[src/rtl/bcd_pkg.sv]
// Shared definitions for the sequential BCD adder: FSM states and BCD digit constants.
package bcd_pkg;

   // Controller states: waiting, adding one digit per cycle, result valid.
   typedef enum logic [1:0] {
      IDLE = 2'd0,
      ADD  = 2'd1,
      DONE = 2'd2
   } bcd_state_e;

   // Largest legal BCD digit and the correction added when a digit sum overflows it.
   localparam logic [3:0] BCD_MAX = 4'd9;
   localparam logic [3:0] BCD_ADJ = 4'd6;

   // True when a 4-bit nibble is not a legal BCD digit.
   function automatic logic bcd_digit_bad(input logic [3:0] d);
      return (d > BCD_MAX);
   endfunction

endpackage

[src/rtl/bcd_digit_add.sv]
// Single-digit BCD adder: a + b + ci with decimal correction. Purely combinational.
module bcd_digit_add
   import bcd_pkg::*;
(
   input  logic [3:0] a,
   input  logic [3:0] b,
   input  logic       ci,
   output logic [3:0] s,
   output logic       co
);

   logic [4:0] t;

   // Binary sum (at most 19), then wrap into 0..9 with a decimal carry when it exceeds 9.
   always_comb begin
      t = {1'b0, a} + {1'b0, b} + {4'b0000, ci};
      if (t > {1'b0, BCD_MAX}) begin
         s  = t[3:0] + BCD_ADJ;
         co = 1'b1;
      end else begin
         s  = t[3:0];
         co = 1'b0;
      end
   end

endmodule

[src/rtl/bcd_seq_adder.sv]
// Sequential BCD adder: captures two NDIG-digit operands and adds them one digit per
// cycle through a single shared digit adder, least significant digit first.
module bcd_seq_adder
   import bcd_pkg::*;
#(
   parameter int NDIG = 4
)(
   input  logic              Clock,
   input  logic              Resetn,
   input  logic              Start,
   input  logic [4*NDIG-1:0] A,
   input  logic [4*NDIG-1:0] B,
   input  logic              Cin,
   output logic              Busy,
   output logic              Done,
   output logic [4*NDIG-1:0] Sum,
   output logic              Cout,
   output logic              Err
);

   localparam int IDXW = (NDIG > 1) ? $clog2(NDIG) : 1;
   localparam logic [IDXW-1:0] LAST_IDX = IDXW'(NDIG - 1);

   bcd_state_e        state_q, state_d;
   logic [IDXW-1:0]   idx_q, idx_d;
   logic [4*NDIG-1:0] a_q, a_d;
   logic [4*NDIG-1:0] b_q, b_d;
   logic [4*NDIG-1:0] sum_q, sum_d;
   logic              carry_q, carry_d;
   logic              cout_q, cout_d;
   logic              err_q, err_d;
   // Set for the single cycle after capturing illegal operands; the FSM waits in
   // IDLE for that cycle so the Done pulse lands one cycle later without ever
   // raising Busy, and a new Start is not taken meanwhile.
   logic              skip_q, skip_d;

   logic [2*NDIG-1:0] bad_dig;
   logic              op_bad;
   logic              accept;
   logic [3:0]        dig_a, dig_b, dig_s;
   logic              dig_co;

   // Per-digit legality flags for both operand ports, sampled at the capture edge.
   generate
      for (genvar gi = 0; gi < NDIG; gi++) begin : g_chk
         assign bad_dig[gi]        = bcd_digit_bad(A[4*gi +: 4]);
         assign bad_dig[NDIG + gi] = bcd_digit_bad(B[4*gi +: 4]);
      end
   endgenerate

   assign op_bad = |bad_dig;
   assign accept = Start && !skip_q && (state_q != ADD);

   // Operand mux: the digit index picks which captured digit pair feeds the adder.
   assign dig_a = a_q[{idx_q, 2'b00} +: 4];
   assign dig_b = b_q[{idx_q, 2'b00} +: 4];

   bcd_digit_add u_digit (
      .a  (dig_a),
      .b  (dig_b),
      .ci (carry_q),
      .s  (dig_s),
      .co (dig_co)
   );

   // Next-state and datapath updates; a new operation overrides whatever the state would do.
   always_comb begin
      state_d = state_q;
      idx_d   = idx_q;
      a_d     = a_q;
      b_d     = b_q;
      sum_d   = sum_q;
      carry_d = carry_q;
      cout_d  = cout_q;
      err_d   = err_q;
      skip_d  = 1'b0;

      unique case (state_q)
         IDLE: begin
            if (skip_q) begin
               state_d = DONE;
            end
         end
         ADD: begin
            sum_d[{idx_q, 2'b00} +: 4] = dig_s;
            carry_d = dig_co;
            idx_d   = idx_q + 1'b1;
            if (idx_q == LAST_IDX) begin
               cout_d  = dig_co;
               state_d = DONE;
            end
         end
         DONE: begin
            state_d = IDLE;
         end
         default: begin
            state_d = IDLE;
         end
      endcase

      if (accept) begin
         a_d     = A;
         b_d     = B;
         carry_d = Cin;
         idx_d   = '0;
         sum_d   = '0;
         cout_d  = 1'b0;
         err_d   = op_bad;
         if (op_bad) begin
            skip_d  = 1'b1;
            state_d = IDLE;
         end else begin
            state_d = ADD;
         end
      end
   end

   // State and datapath registers with synchronous active-low reset.
   always_ff @(posedge Clock) begin
      if (!Resetn) begin
         state_q <= IDLE;
         idx_q   <= '0;
         a_q     <= '0;
         b_q     <= '0;
         sum_q   <= '0;
         carry_q <= 1'b0;
         cout_q  <= 1'b0;
         err_q   <= 1'b0;
         skip_q  <= 1'b0;
      end else begin
         state_q <= state_d;
         idx_q   <= idx_d;
         a_q     <= a_d;
         b_q     <= b_d;
         sum_q   <= sum_d;
         carry_q <= carry_d;
         cout_q  <= cout_d;
         err_q   <= err_d;
         skip_q  <= skip_d;
      end
   end

   assign Busy = (state_q == ADD);
   assign Done = (state_q == DONE);
   assign Sum  = sum_q;
   assign Cout = cout_q;
   assign Err  = err_q;

endmodule

[config.mk]
export PLATFORM = sky130hd
export DESIGN_NAME = bcd_seq_adder
export DESIGN_NICKNAME = d
export VERILOG_FILES = /design/src/rtl/bcd_pkg.sv /design/src/rtl/bcd_digit_add.sv /design/src/rtl/bcd_seq_adder.sv
export SDC_FILE = /design/constraint.sdc
export NUM_CORES = 1
export LEC_CHECK = 0
export BUFFER_PORTS_ARGS = -buffer_cell sky130_fd_sc_hd__buf_2
export CORE_ASPECT_RATIO = 2
export CORE_UTILIZATION = 30
export CTS_CLUSTER_DIAMETER = 80
export DETAILED_ROUTE_END_ITERATION = 6
export GPL_TIMING_DRIVEN = 0
export MAX_ROUTING_LAYER = met4
export SLEW_MARGIN = 20
export SYNTH_ARGS = -nofsm -noshare
export SYNTH_HDL_FRONTEND = slang
export SYNTH_SLANG_ARGS = --single-unit
[constraint.sdc]
create_clock -name Clock -period 7.4 [get_ports Clock]
set_clock_uncertainty 0.15 [all_clocks]
set_input_delay 0.37 -clock Clock [delete_from_list [all_inputs] [get_ports Clock]]
set_output_delay 0.37 -clock Clock [all_outputs]
set_load 0.005 [all_outputs]
; ---- Word-level counts from Yosys, hierarchy flattened
; Cells that the tools add are included.
[word_totals]
regBits = 56
latch_bits = 0
mem_bits_rw = 0
mem_bits_ro = 0
inputBits = 36
wordCells = 55
mem_count = 0
[classes]
addsub = 5
mul = 0
div_mod_pow = 0
n_lt_le_gt_ge = 9
eq_ne = 6
n_shift = 4
n_mux = 11
bitwise = 1
n_reduce_logical = 10
[op_table]
columns = op, count
row1 = 4-bit > comparator (second input constant), 8
row2 = 16-bit by 5-bit variable part select with 4-bit output, 2
row3 = 16-bit bitwise mux, 1
row4 = 4-bit by 6-bit variable shift with 16-bit output (first input constant), 1
row5 = 4-bit by 6-bit variable part select with 16-bit output, 1
row6 = 8-bit OR reduction, 1
row7 = 2-bit two-way mux, 3
row8 = 4-bit negation with 6-bit output, 1
row9 = 2-bit AND reduction, 3
row10 = 4-bit by 4-bit adder with 5-bit output, 1
row11 = 5-bit by 1-bit adder with 5-bit output, 1
row12 = 5-bit by 4-bit > comparator with 1-bit output (second input constant), 1
row13 = 1-bit two-way mux, 5
row14 = 4-bit by 3-bit adder with 4-bit output (second input constant), 1
row15 = 2-bit == test (second input constant), 2
row16 = 4-bit two-way mux, 1
row17 = 2-bit one-hot mux with 2 select lines, 1
row18 = 3-bit by 1-bit inequality test with 1-bit output (second input constant), 1
row19 = 3-bit inequality test (second input constant), 1
row20 = 2-bit by 1-bit adder with 2-bit output (second input constant), 1
row21 = 2-bit by 1-bit == test with 1-bit output (second input constant), 1
row22 = 1-bit logical AND, 2
row23 = 2-bit zero test, 1
row24 = 2-bit by 1-bit inequality test with 1-bit output (second input constant), 1
row25 = other kinds (4), 4

; ---- Longest topological paths before layout
[depth]
word_depth = 7
depth_mapped = 12

; ---- Hierarchy
; From an unflattened synthesis, not the netlist that was laid out.
[unflattened]
cells_unflattened = 219
hier_area_um2 = 2487.4
[by_module_without_submodules]
columns = mod, n_inst, cells_per_inst, area_each_um2
row1 = bcd_seq_adder, 1, 197, 2275.9
row2 = bcd_digit_add, 1, 22, 211.5

; ---- Least setup slack after synthesis
; OpenSTA, ideal clock, no wires.
[synth_timing]
path_type = reg-to-reg
from = register idx_q[0]
to = register sum_q[10], in the netlist Sum[10]
setup_ps = 117
arrival_ps = 3543
required_ps = 7133
slack_ps = 3589
stages_incl_launch_ff = 13
synth_period_minus_slack_ps = 3811
path_cell_list = dfxtp_1 > buf_2 > mux4_2 > fa_1 > fa_1 > xnor2_1 > ha_1 > and2b_2 > a31oi_1 > nor3b_2 > nor2_2 > mux2i_1 > a32o_1
[synth_via]
elab_chain_cells = 7
[synth_lines]
columns = element, line_no
row1 = "start, declared", bcd_seq_adder.sv:25  ; logic [IDXW-1:0] idx_q, idx_d;
row2 = "start signal, assigned", bcd_seq_adder.sv:132  ; idx_q <= idx_d;
row3 = "16-bit by 5-bit variable part select with 4-bit output, on equally long branches", "bcd_seq_adder.sv:55, bcd_seq_adder.sv:56"
row4 = 4-bit by 4-bit adder with 5-bit output, bcd_digit_add.sv:16  ; t = {1'b0, a} + {1'b0, b} + {4'b0000, ci};
row5 = 5-bit by 1-bit adder with 5-bit output, bcd_digit_add.sv:16
row6 = 4-bit by 3-bit adder with 4-bit output or 5-bit by 4-bit > comparator with 1-bit output (tied branches), "bcd_digit_add.sv:18, bcd_digit_add.sv:17"
row7 = 4-bit two-way mux, bcd_digit_add.sv:17  ; if (t > {1'b0, BCD_MAX}) begin
row8 = 4-bit by 6-bit variable part select with 16-bit output, bcd_seq_adder.sv:85  ; sum_d[{idx_q, 2'b00} +: 4] = dig_s;
row9 = 16-bit bitwise mux (*), bcd_seq_adder.sv:85
row10 = "end signal, assigned", bcd_seq_adder.sv:135  ; sum_q <= sum_d;
row11 = "end, declared", bcd_seq_adder.sv:28  ; logic [4*NDIG-1:0] sum_q, sum_d;
; Mark *: on every way between the ends. The rest lies on a longest branch, timed or not.
; A chain may end at the register's enable or synchronous reset.

; ---- Worst setup path in the final report
[layout_timing]
from = register idx_q[0]
to = register sum_q[2], in the netlist Sum[2]
; The elaborated chain is that of the path after synthesis.

==> metrics.yaml <==
status: "finished clean"
numCtsBuffers: 5
hp-start: "B[2]"
dp.cells: 373
power_uw: 642
globalRouteMet2Util: 0.312
crit_path_max_fanout: 10
gr-max-usage-layer: "met2"
yosys_register_bits: 56
synth-edff-count: 0
place.gp.congestion: 0.860
grt_pass1_vias: 2062
finalSetupTns_ps: 0
htreeDepth: 2
clock_sink_total: 56
initial_core_util: 0.307
cts.reportedPaths.clkPinSlew_ps: 70
synth.cell_area_um2: 2420
cts_repair_resize_count: 0
min_to: "b_q[2]"
maxClockFrequency_mhz: 232
slew_headroom: 0.572
max_cap_violations: 0
port_buffers: 55
setup_fix_bufs_post_cts: 0
critical_path_required_ps: 7480
synth.avg_cell_area_um2: 10.9
timing.final.crit_share: 0.583
power_density_nw_per_um2: 217
die-width_um: 65.5
synth-warning-count: 0
residual_drc_count: 0
multi_input_area_um2: 1220
vdd.ir_drop.worst_v: 0.000111
ant_nets: 0
holdBufCountCts: 0
rsz0062_at_grt: "false"
rrSetupSlack_ps: 3090
root_buffer: "sky130_fd_sc_hd__clkbuf_16"
static_leakage_power_uw: 0.00127
nets: 332
layout.filler_cells: 825
finalWirelength_mm: 6.33
grt_antenna_before_repair: 0
synth_top_area_share: 0.463
met3_usage: 0.0282
seq_area_frac_synth: 0.463
tightest_slew_ps: 642
tritoncts: "yes"
floorplan.rows: 46
final-hold-violation-count: 0
setup_slack_placement_ps: 3050
synth-async-reset-ratio: 0
critPathArrivalTime_ps: 4400
fin_crit_ps: 4310
drtPass1Iterations: 4
global_route.usage.met1: 0.145
dieHeight_um: 129
routed-via-count: 2004
timing_worst_setup_path_type: "reg -> reg"
initialDrtViolationCount: 82
io-pin-count: 56
finalNonFillerCells: 381
wire_per_inst_um: 16.6
worstReg2RegStart: "idx_q[0]"
setup_ws_ps: 3090
reg2regPathDepth: 12
report.final.slew_viol_count: 0
final-seq-area_um2: 1120
synth.largest_area_cell: "sky130_fd_sc_hd__dfxtp_1"
ys_types: 40
dieArea_um2: 8450
hold_class: "in -> reg"
ys_top_cells_by_area: "sky130_fd_sc_hd__dfxtp_1 (46%), sky130_fd_sc_hd__a22o_1 (13%), sky130_fd_sc_hd__mux4_2 (7.4%), sky130_fd_sc_hd__ha_1 (5.2%), sky130_fd_sc_hd__a21oi_1 (2.9%)"
grt-ovfl-total: 0
clock_path_buffers: 2
worst_hold_slack_ps: 146
clkLatencyLatePin_ps: 290
syn_to_final_growth_pct: 22.4
drive_above_1_share: 0.281
detail_route.vias_per_cell: 5.26
global_route.usage.total: 0.165
num_antenna_cells: 0
finalSetupViolCount: 0
postSynthNetCount: 270
largest_net_degree_at_the_start_of_global_routing: 16
endpoint_kind: "register"
gate_count_post_synth: 222
core_area_um2: 7890
detailed_place_hpwl_mm: 5.06
end_of_the_worst_register_to_register_path: "Sum[2]"
grt_pass1_wl_mm: 9.99
postSynth.topFlopCell: "sky130_fd_sc_hd__dfxtp_1"
timing.hold.worst_path_depth: 2
worstSetupStartpointType: "register"
[critical path, stage by stage (launching register included)]
cell	delay, ps
sky130_fd_sc_hd__dfxtp_1	470
sky130_fd_sc_hd__buf_2	380
sky130_fd_sc_hd__mux4_2	570
sky130_fd_sc_hd__fa_1	440
sky130_fd_sc_hd__fa_1	420
sky130_fd_sc_hd__xnor2_1	190
sky130_fd_sc_hd__ha_1	240
sky130_fd_sc_hd__and2b_2	200
sky130_fd_sc_hd__a31oi_1	180
sky130_fd_sc_hd__nor3b_2	310
sky130_fd_sc_hd__nor2_2	110
sky130_fd_sc_hd__mux2i_1	350
sky130_fd_sc_hd__a32o_1	240
[per-layer routing]
layer / wire, um / vias to the layer above
li1: - / 960
met4: 310 / 0
met5: 0 / -
met2: 3620 / 52
met1: 2180 / 973
met3: 212 / 19
[registers in the layout, indices dropped and copies added, names as in the netlist]
name / count
skip_q: 1
b_q: 16
Cout: 1
Sum: 16
a_q: 16
Err: 1
state_q: 2
carry_q: 1
idx_q: 2
[synth_stat cells, types with 3 or more instances]
| cell type | instances |
|---|---|
| sky130_fd_sc_hd__inv_1 | 4 |
| sky130_fd_sc_hd__mux4_2 | 8 |
| sky130_fd_sc_hd__a22o_1 | 36 |
| sky130_fd_sc_hd__a32o_1 | 4 |
| sky130_fd_sc_hd__ha_1 | 10 |
| sky130_fd_sc_hd__a21oi_1 | 14 |
| sky130_fd_sc_hd__nor2_1 | 10 |
| sky130_fd_sc_hd__buf_1 | 3 |
| sky130_fd_sc_hd__a22oi_1 | 4 |
| sky130_fd_sc_hd__nand2_1 | 11 |
| sky130_fd_sc_hd__mux2i_1 | 4 |
| sky130_fd_sc_hd__nand3_1 | 5 |
| sky130_fd_sc_hd__nor2b_1 | 5 |
| sky130_fd_sc_hd__dfxtp_1 | 56 |
| sky130_fd_sc_hd__clkbuf_1 | 8 |
| sky130_fd_sc_hd__o21ai_0 | 9 |
| sky130_fd_sc_hd__buf_2 | 3 |
[cell usage in the layout, fill, tap and decap left out, drive strengths merged, types with 4 or more instances in the layout]
cell and count:
mux4 8, a21oi 14, a22oi 4, inv 5
dfxtp 56, nor2b 5, nand2 11, a32o 4
a22o 36, ha 10, o21ai 9, clkbuf 16
mux2i 4, buf 61, nor2 11, nand3 5
[worst max path at each step]
stage              from  endpoint  slack, ps  cells after the start
6_report       idx_q[0]    Sum[2]       3090                     12
5_1_grt        idx_q[0]    Sum[2]       2710                     12
4_1_cts        idx_q[0]    Sum[2]       3000                     12
3_5_place_dp   idx_q[0]    Sum[2]       3050                     12
3_3_place_gp   idx_q[0]    Sum[2]       3160                     12
2_1_floorplan  idx_q[0]   Sum[10]       3590                     12
[stage by stage]
step	cell area, um2	util
after floorplan	2420	-
after global placement	2820	0.357
after detailed placement	2820	0.357
after CTS	2960	0.376
after global routing	2960	0.376
final	2960	0.376
[cell families (layout without fill, tap and decap cells)]
family                     after synthesis  count (layout)  synth area share
AOI/OAI and AO/OA                       73              73             0.228
DFF                                     56              56             0.463
and+or+nand+nor                         48              48             0.112
buffers and inverters                   19              82            0.0310
adders and majority gates               12              12            0.0683
muxes                                   12              12            0.0910
xor gates and xnor gates                 2               2           0.00724
[report_power, final]
group | total (uW) | switching [uW] | leakage (uW) | internal [uW]
clock network | 240 | 104 | 0.0000712 | 135
registers | 321 | 6.76 | 0.000457 | 314
logic | 81.2 | 44.0 | 0.000743 | 37.2
total | 642 | 155 | 0.00127 | 487
[cell type report]
cell class / count / area share
Multi-Input combinational cell: 147 / 0.413
Sequential cell: 56 / 0.379
Clock buffer: 8 / 0.0494
Inverter: 5 / 0.00634
Buffer: 14 / 0.0190
Timing Repair Buffer: 55 / 0.0929
Tap cell: 96 / 0.0406
No activity file was read; power rests on OpenSTA's default activity.
